### config.mk
export PLATFORM = sky130hd
export DESIGN_NAME = tpu_sram_loader
export DESIGN_NICKNAME = d
export VERILOG_FILES = /design/src/rtl/tpu_sram_loader.sv
export SDC_FILE = /design/constraint.sdc
export NUM_CORES = 1
export LEC_CHECK = 0
export CAP_MARGIN = 20
export CORE_ASPECT_RATIO = 1.75
export CORE_MARGIN = 8
export CORE_UTILIZATION = 35
export DETAILED_ROUTE_END_ITERATION = 8
export DONT_BUFFER_PORTS = 1
export PLACE_DENSITY = 0.53
export SLEW_MARGIN = 40
export SYNTH_ARGS = -nofsm -noshare
export SYNTH_HDL_FRONTEND = slang
export SYNTH_SLANG_ARGS = --single-unit
### constraint.sdc
create_clock -name clk -period 3.13 [get_ports clk]
set_input_delay 0.1565 -clock clk [delete_from_list [all_inputs] [get_ports clk]]
set_output_delay 0.1565 -clock clk [all_outputs]
set_load 0.01 [all_outputs]
### src/rtl/tpu_sram_loader.sv
// tpu_sram_loader
//   Upstream stage of the TPU core. Fills the four input SRAM banks (w0, w1, d0, d1)
//   from a host word stream, then fires a one-cycle start pulse to the core and stays
//   busy until the core reports done.
//
// Ports
//   clk                   rising-edge clock
//   srst                  synchronous reset, active-high, overrides every other input
//   load_start            begin a load+compute run (only looked at in IDLE)
//   in_valid / in_data    host word stream
//   in_ready              loader accepts a word this cycle (high in the LOAD states only)
//   sram_write_enable_*   registered per-bank write strobes, at most one high per cycle
//   sram_waddr            registered write address, shared by all banks
//   sram_wdata            registered write data, shared by all banks
//   tpu_start             one-cycle start pulse, the cycle after the final d1 write
//   tpu_done              core completion flag, looked at in WAIT only
//   busy                  high in every state except IDLE
//   load_done             one-cycle pulse while in DONE
module tpu_sram_loader #(
  parameter int unsigned SRAM_DATA_WIDTH = 32,
  parameter int unsigned ADDR_WIDTH      = 10,
  parameter int unsigned WORDS_PER_BANK  = 256
) (
  input  logic                       clk,
  input  logic                       srst,
  input  logic                       load_start,
  input  logic                       in_valid,
  input  logic [SRAM_DATA_WIDTH-1:0] in_data,
  output logic                       in_ready,
  output logic                       sram_write_enable_w0,
  output logic                       sram_write_enable_w1,
  output logic                       sram_write_enable_d0,
  output logic                       sram_write_enable_d1,
  output logic [ADDR_WIDTH-1:0]      sram_waddr,
  output logic [SRAM_DATA_WIDTH-1:0] sram_wdata,
  output logic                       tpu_start,
  input  logic                       tpu_done,
  output logic                       busy,
  output logic                       load_done
);

  // One extra counter bit so that WORDS_PER_BANK = 2**ADDR_WIDTH is representable.
  localparam int unsigned CntW = ADDR_WIDTH + 1;
  localparam logic [CntW-1:0] LastIdx = CntW'(WORDS_PER_BANK - 1);

  typedef enum logic [2:0] {
    StIdle,
    StLoadW0,
    StLoadW1,
    StLoadD0,
    StLoadD1,
    StStart,
    StWait,
    StDone
  } state_e;

  state_e                     state_q, state_d;
  logic [CntW-1:0]            cnt_q, cnt_d;
  logic [3:0]                 we_q, we_d;      // {d1, d0, w1, w0}
  logic [ADDR_WIDTH-1:0]      waddr_q, waddr_d;
  logic [SRAM_DATA_WIDTH-1:0] wdata_q, wdata_d;
  logic                       start_q, start_d;
  logic                       done_q, done_d;

  logic                       loading;
  logic                       accept;
  logic                       last_word;
  logic [3:0]                 bank_sel;
  state_e                     bank_next;

  always_comb begin
    loading   = (state_q == StLoadW0) || (state_q == StLoadW1) ||
                (state_q == StLoadD0) || (state_q == StLoadD1);
    accept    = loading && in_valid;
    last_word = (cnt_q == LastIdx);
  end

  always_comb begin
    state_d   = state_q;
    cnt_d     = cnt_q;
    we_d      = '0;
    waddr_d   = waddr_q;
    wdata_d   = wdata_q;
    start_d   = 1'b0;
    done_d    = 1'b0;
    bank_sel  = '0;
    bank_next = StIdle;

    unique case (state_q)
      StIdle: begin
        if (load_start) begin
          state_d = StLoadW0;
          cnt_d   = '0;
        end
      end
      StLoadW0: begin
        bank_sel  = 4'b0001;
        bank_next = StLoadW1;
      end
      StLoadW1: begin
        bank_sel  = 4'b0010;
        bank_next = StLoadD0;
      end
      StLoadD0: begin
        bank_sel  = 4'b0100;
        bank_next = StLoadD1;
      end
      StLoadD1: begin
        bank_sel  = 4'b1000;
        bank_next = StStart;
      end
      StStart: begin
        start_d = 1'b1;
        state_d = StWait;
      end
      StWait: begin
        // done_q rises together with the DONE state, so load_done overlaps busy=1.
        if (tpu_done) begin
          state_d = StDone;
          done_d  = 1'b1;
        end
      end
      StDone: begin
        state_d = StIdle;
      end
    endcase

    // The strobe is computed from the current bank, so the last word of a bank still lands
    // in that bank even though the state moves on in the same edge.
    if (accept) begin
      we_d    = bank_sel;
      waddr_d = cnt_q[ADDR_WIDTH-1:0];
      wdata_d = in_data;
      if (last_word) begin
        cnt_d   = '0;
        state_d = bank_next;
      end else begin
        cnt_d = cnt_q + 1'b1;
      end
    end
  end

  always_ff @(posedge clk) begin
    if (srst) begin
      state_q <= StIdle;
      cnt_q   <= '0;
      we_q    <= '0;
      waddr_q <= '0;
      wdata_q <= '0;
      start_q <= 1'b0;
      done_q  <= 1'b0;
    end else begin
      state_q <= state_d;
      cnt_q   <= cnt_d;
      we_q    <= we_d;
      waddr_q <= waddr_d;
      wdata_q <= wdata_d;
      start_q <= start_d;
      done_q  <= done_d;
    end
  end

  assign in_ready             = loading;
  assign sram_write_enable_w0 = we_q[0];
  assign sram_write_enable_w1 = we_q[1];
  assign sram_write_enable_d0 = we_q[2];
  assign sram_write_enable_d1 = we_q[3];
  assign sram_waddr           = waddr_q;
  assign sram_wdata           = wdata_q;
  assign tpu_start            = start_q;
  assign load_done            = done_q;
  assign busy                 = (state_q != StIdle);

endmodule

==> results of run 1 <==
==> layout make-up <==
cell class / count / area (um^2)
well taps: 84 / 105
inverters: 4 / 15.0
multi-input cells: 213 / 1050
fillers: 705 / 3680
flip-flops and latches: 62 / 1240
clock inverters: 3 / 65.1
clock buffers: 13 / 270
repair buffers: 36 / 375
==> kinds of logic after synthesis <==
logic type / after synthesis / share of synthesized area (%)
DFF: 62 / 51.2
xor gates and xnor gates: 2 / 0.723
muxes: 1 / 0.413
and+or+nand+nor: 142 / 26.8
buffers and inverters: 22 / 5.63
adders and majority gates: 1 / 0.516
AOI/OAI and AO/OA: 67 / 14.7
==> metal layers <==
layer  up-vias  share of wire, %  track usage (%)
met5         -                 0                0
met4         0               1.7             7.24
met3         7               8.6             5.34
met2        64                50             20.7
met1       946                39             13.8
li1       1050                 -                -
==> worst paths after layout <==
check / start / to / slack (ps) / cells after the start
worst min register to register: sram_waddr[5]$_SDFFE_PP0P_ / sram_waddr[5]$_SDFFE_PP0P_ / 500 / 2
worst max-delay path: state_q[2]$_SDFF_PP0_ / cnt_q[9]$_SDFFE_PP0P_ / 1000 / 6
worst max register to register: state_q[2]$_SDFF_PP0_ / cnt_q[9]$_SDFFE_PP0P_ / 1000 / 6
worst min-delay path: load_start / state_q[0]$_SDFF_PP0_ / 20 / 2
==> where the power goes <==
part / internal [uW] / switching, uW
combinational: 48.4 / 52.2
sequential: 805 / 18.1
clock: 760 / 322
==> worst max-delay path, stage by stage, from the launching register on <==
cell,delay (ps)
dfxtp_1,510
nor3_2,150
inv_2,140
and3_4,550
nand2b_1,150
or3_1,370
a31oi_1,150
==> state kept, by name (all words and copies together) (netlist names) <==
signal      flops
sram_wdata     32
cnt_q          11
sram_waddr     10
we_q            4
state_q         3
load_done       1
tpu_start       1
==> per-stage QoR <==
stage	cell area (um^2)	std cells	setup WS (ps)	hold WS (ps)	total power, uW
2_1_floorplan	2420	297	1530	254	893
3_3_place_gp	2420	364	1010	233	890
3_5_place_dp	2420	364	988	235	891
4_1_cts	3120	415	975	5.36	2040
5_1_grt	3120	415	654	24.6	2080
6_report	3120	415	1000	17.5	2010
==> placed cells by master, fill, tap and decap left out, types with 2 or more instances in the layout <==
master         count
inv_1              3
dfxtp_1           62
nand3_1            5
bufinv_16          2
nor2_1            14
a31oi_1            2
or3_1              5
o21ai_0            8
nand4_1            3
a211oi_1           2
and3_1             5
nand2_1           90
nand3b_1           4
nand2b_1           2
clkbuf_16          9
dlygate4sd3_1     34
nor3_1             4
a21oi_1           52
clkbuf_8           3
==> what timing repair did <==
action | CTS | global route
endpoints found under the setup margin | 0 | 0
endpoints found under the hold margin | 59 | 0
hold buffers | 35 | 0
==> synth_stat cells, drive strengths merged <==
| cell | n |
|---|---|
| inv | 4 |
| nand2b | 2 |
| nand4b | 1 |
| nand2 | 91 |
| buf | 14 |
| a21oi | 53 |
| mux2i | 1 |
| nor3 | 6 |
| nand4 | 3 |
| xor2 | 1 |
| nand3 | 6 |
| and3 | 6 |
| a211oi | 2 |
| nand3b | 4 |
| o21ai | 9 |
| and2 | 1 |
| or3 | 6 |
| dfxtp | 62 |
| ha | 1 |
| nor2 | 14 |
| nor3b | 1 |
| a22oi | 1 |
| a31oi | 2 |
| nor4 | 1 |
| clkbuf | 4 |
| xnor2 | 1 |
==> flow_summary.toml, run 1 <==
[status]
outcome = "finished clean"

[sta]
setup_viol = 0
fin_crit_ps = 2130
maxSlewViolCount = 0
hold_viol_final = 0
finClkSkew_ps = 3.70
worst_pin_slew_ps = 645
maxSlewHeadroom_pct = 56.9
rsz0062_at_grt = "false"
finalCritPeriodShare_pct = 68.0
fin_setup_tns_ps = 0
fmax_mhz = 470

[job]
drv_cap = 0

[route]
drc = 0
postRouteAntennaNets = 0
viasPerCell = 4.98
drt-wirelength-per-cell_um = 15.1
vias = 2067
drtIter0Drc = 73
drt-pass1-iter-count = 4
wirelength_um = 6270

[worst_setup_path]
cp_data_required_time_ps = 3380
endpoint_kind = "register"
worstPathMaxFanout = 49
start_kind = "register"
arrival_ps = 2380
worstSetupPathType = "reg -> reg"

[floorplanning]
dieArea_um2 = 9940
die_h_um = 126
boundaryPins = 87
design.core.area_um2 = 6810
die_w_um = 78.9
core.rowCount = 40
start_util_pct = 35.6

[synthesis]
synth_top_area_share_pct = 51.2
netlist_instances = 297
ys_warn_count = 0
synth_top_cell_by_area = "dfxtp_1"
ys_seq_area_share_pct = 51.2
synth_cell_types = 36
syn_area_um2 = 2420
syn_avg_cell_area_um2 = 8.16
ys_ff_latch = 62
netlist_top_cells_area = "dfxtp_1 51%, nand2_1 14%, a21oi_1 11%, buf_6 2.3%, nor2_1 2.2%"
mappedNetlistNets = 335

[clock_tree]
cts_resized = 0
clkSlewWorstSetupHoldPaths_ps = 50
cts_tree = "yes"
clockBufferDepth = 2
cts_buffers = 9
clkSinkCount = 62
postCtsSetupBuffers = 0
clk_latency_ps = 320
cts_htree_levels = 3
root_buffer = "clkbuf_16"

[global_route]
grt_use_total_pct = 12.9
grt-ovfl-total = 0
grt_max_degree = 58
grt_pass1_wl_um = 10000
antenna_found_initial = 0
first_global_vias = 1974

[placed_design]
numPortBuffers = 0
place_congestion = 0.760
hpwl_um = 4010

[finish]
antenna_cells = 0
utilization_pct = 45.9
syn_to_final_growth_pct = 28.9
drive_gt1_share_pct = 7.55
fin_nets = 364

[pwr]
p_leak_uw = 0.00109
peakVddDrop_uv = 456
p_per_area_nw_per_um2 = 643

[hold_path]
hp-class = "in -> reg"
Note: power is estimated with default switching activity, not from simulation.
==> run 2, diff against run 1 <==
--- a/config.mk
+++ b/config.mk
@@ -11,7 +11,7 @@
 export CORE_UTILIZATION = 35
 export DETAILED_ROUTE_END_ITERATION = 8
 export DONT_BUFFER_PORTS = 1
-export PLACE_DENSITY = 0.53
+export PLACE_DENSITY = 0.55
 export SLEW_MARGIN = 40
 export SYNTH_ARGS = -nofsm -noshare
 export SYNTH_HDL_FRONTEND = slang
==> constraint.sdc (replaced) <==
create_clock -name clk -period 1.87 [get_ports clk]
set_input_delay 0.0935 -clock clk [delete_from_list [all_inputs] [get_ports clk]]
set_output_delay 0.0935 -clock clk [all_outputs]
set_load 0.01 [all_outputs]
==> run 2 against run 1 <==
Net effect: cell area grew 1.1%; via count rose by 2.4%; sequential cell count unchanged; hold slack better by 9.5 ps; non-clock buffer count grew 9; highest routed layer unchanged.
==> flow_summary.toml, run 2 (synthesis results as in run 1) <==
[sta]
maxSlewHeadroom_pct = 74.0
hold_viol_final = 0
worst_pin_slew_ps = 386
fin_crit_ps = 1750
finClkSkew_ps = 5.97
maxSlewViolCount = 0
finalCritPeriodShare_pct = 93.6
fmax_mhz = 572
fin_setup_tns_ps = 0
setup_viol = 0
rsz0062_at_grt = "false"

[job]
drv_cap = 0

[finish]
syn_to_final_growth_pct = 30.3
mostFrequentLayoutCells = "90 x nand2_1, 62 x dfxtp_1, 52 x a21oi_1"
largest_reg_flops = 32
multi_input_area_um2 = 1050
fin_nets = 373
regArea_um2 = 1240
antenna_cells = 0
utilization_pct = 46.4
drive_gt1_share_pct = 10.0
nFillCells = 678
final_common_cell = "nand2_1"

[global_route]
antenna_found_initial = 0
grt_max_degree = 60
grt_use_total_pct = 13.1
grt-ovfl-total = 0
grt_pass1_wl_um = 10300
first_global_vias = 2098

[floorplanning]
start_util_pct = 35.6
dieArea_um2 = 9940
die_w_um = 78.9
design.core.area_um2 = 6810
core.rowCount = 40
boundaryPins = 87
die_h_um = 126

[hold_path]
hp-class = "in -> reg"
holdPathEnd = "cnt_q[10]$_SDFFE_PP0P_"
hold_start = "load_start"
hold_depth = 3

[clock_tree]
clockBufferDepth = 2
clk_latency_ps = 320
cts_buffers = 9
postCtsSetupBuffers = 0
root_buffer = "clkbuf_16"
clkSlewWorstSetupHoldPaths_ps = 50
cts_htree_levels = 3
clkSinkCount = 62
cts_tree = "yes"

[worst_setup_path]
arrival_ps = 1960
endpoint_kind = "register"
max_stage_delay_ps = 430
worstPathMaxFanout = 5
r2r-end = "state_q[1]$_SDFF_PP0_"
rr_worst_depth = 6
reg2reg_slack_ps = 120
cp_data_required_time_ps = 2080
start_kind = "register"
slowest_stage = "nor4_1"
worstSetupPathType = "reg -> reg"
crit_path_cell_trace = "ha_1, nand3_1, nor4_1, o21ai_0, xnor2_1, nor2_1"
timing.rr.start = "cnt_q[0]$_SDFFE_PP0P_"

[route]
wirelength_um = 6390
vias = 2117
drtIter0Drc = 155
postRouteAntennaNets = 0
viasPerCell = 4.99
drt-wirelength-per-cell_um = 15.1
drt-pass1-iter-count = 4
drc = 0

[placed_design]
place_congestion = 0.820
hpwl_um = 4260
numPortBuffers = 0

[status]
outcome = "finished clean"

[pwr]
p_per_area_nw_per_um2 = 986
peakVddDrop_uv = 499
p_leak_uw = 0.00112
[run 2: cell count changes in the layout (fill, tap and decap cells not counted)]
cell,change
buf_12,+1
buf_4,+7
bufinv_16,-2
clkbuf_1,-1
clkinv_2,+3
dlygate4sd3_1,+1
[run 2: worst max-delay path, delay by kind of cell, from the launching register on]
kind            cells  cell delay (ps)
fa+ha+maj           1              240
compound gates      1              170
xor+xnor            1              160
simple gates        3              680
flops               1              390
[run 2: worst max-delay path by stage]
stage | from | to
finish | cnt_q[0]$_SDFFE_PP0P_ | state_q[1]$_SDFF_PP0_
global placement | cnt_q[0]$_SDFFE_PP0P_ | state_q[2]$_SDFF_PP0_
detailed placement | cnt_q[0]$_SDFFE_PP0P_ | state_q[2]$_SDFF_PP0_
CTS | cnt_q[0]$_SDFFE_PP0P_ | state_q[2]$_SDFF_PP0_
global route | cnt_q[0]$_SDFFE_PP0P_ | state_q[1]$_SDFF_PP0_
floorplan | cnt_q[0]$_SDFFE_PP0P_ | state_q[2]$_SDFF_PP0_
[run 2: per-stage QoR]
step	hold WS, ps	cell area [um^2]	instances	total power, uW	setup slack (ps)
2_1_floorplan	191	2420	297	1500	266
3_3_place_gp	169	2490	372	1500	151
3_5_place_dp	172	2490	372	1510	70.3
4_1_cts	22.2	3160	424	3170	58.5
5_1_grt	42.2	3160	424	3230	4.76
6_report	27.0	3160	424	3110	120
[run 2: timing repair]
item	4_1_cts	5_1_grt
hold endpoints to repair	61	0
hold buffers	36	0
setup endpoints to repair	0	2
resized for setup	0	0
[run 2: final cells by class]
type | instances | share of cell area (%)
Tap cell | 84 | 3.33
Clock inverter | 4 | 0.634
Sequential cell | 62 | 39.3
Multi-Input combinational cell | 213 | 33.3
Inverter | 4 | 0.476
Timing Repair Buffer | 45 | 14.5
Clock buffer | 12 | 8.45
[run 2: metal layers]
metal  routed length (um)  share of wire, %  up-vias  track usage, %
li1                     -                 -     1076               -
met1                 2410                38      970            12.7
met2                 3350                52       61            22.4
met3                  496               7.8       10            5.34
met4                  136               2.1        0            7.79
met5                    0                 0        -               0
[run 2: power breakdown]
group          internal [uW]  total (uW)  leakage [uW]  switching [uW]
registers               1350        1380      0.000501            28.6
clock network            993        1550      0.000148             554
logic                   92.8         188      0.000469            94.8
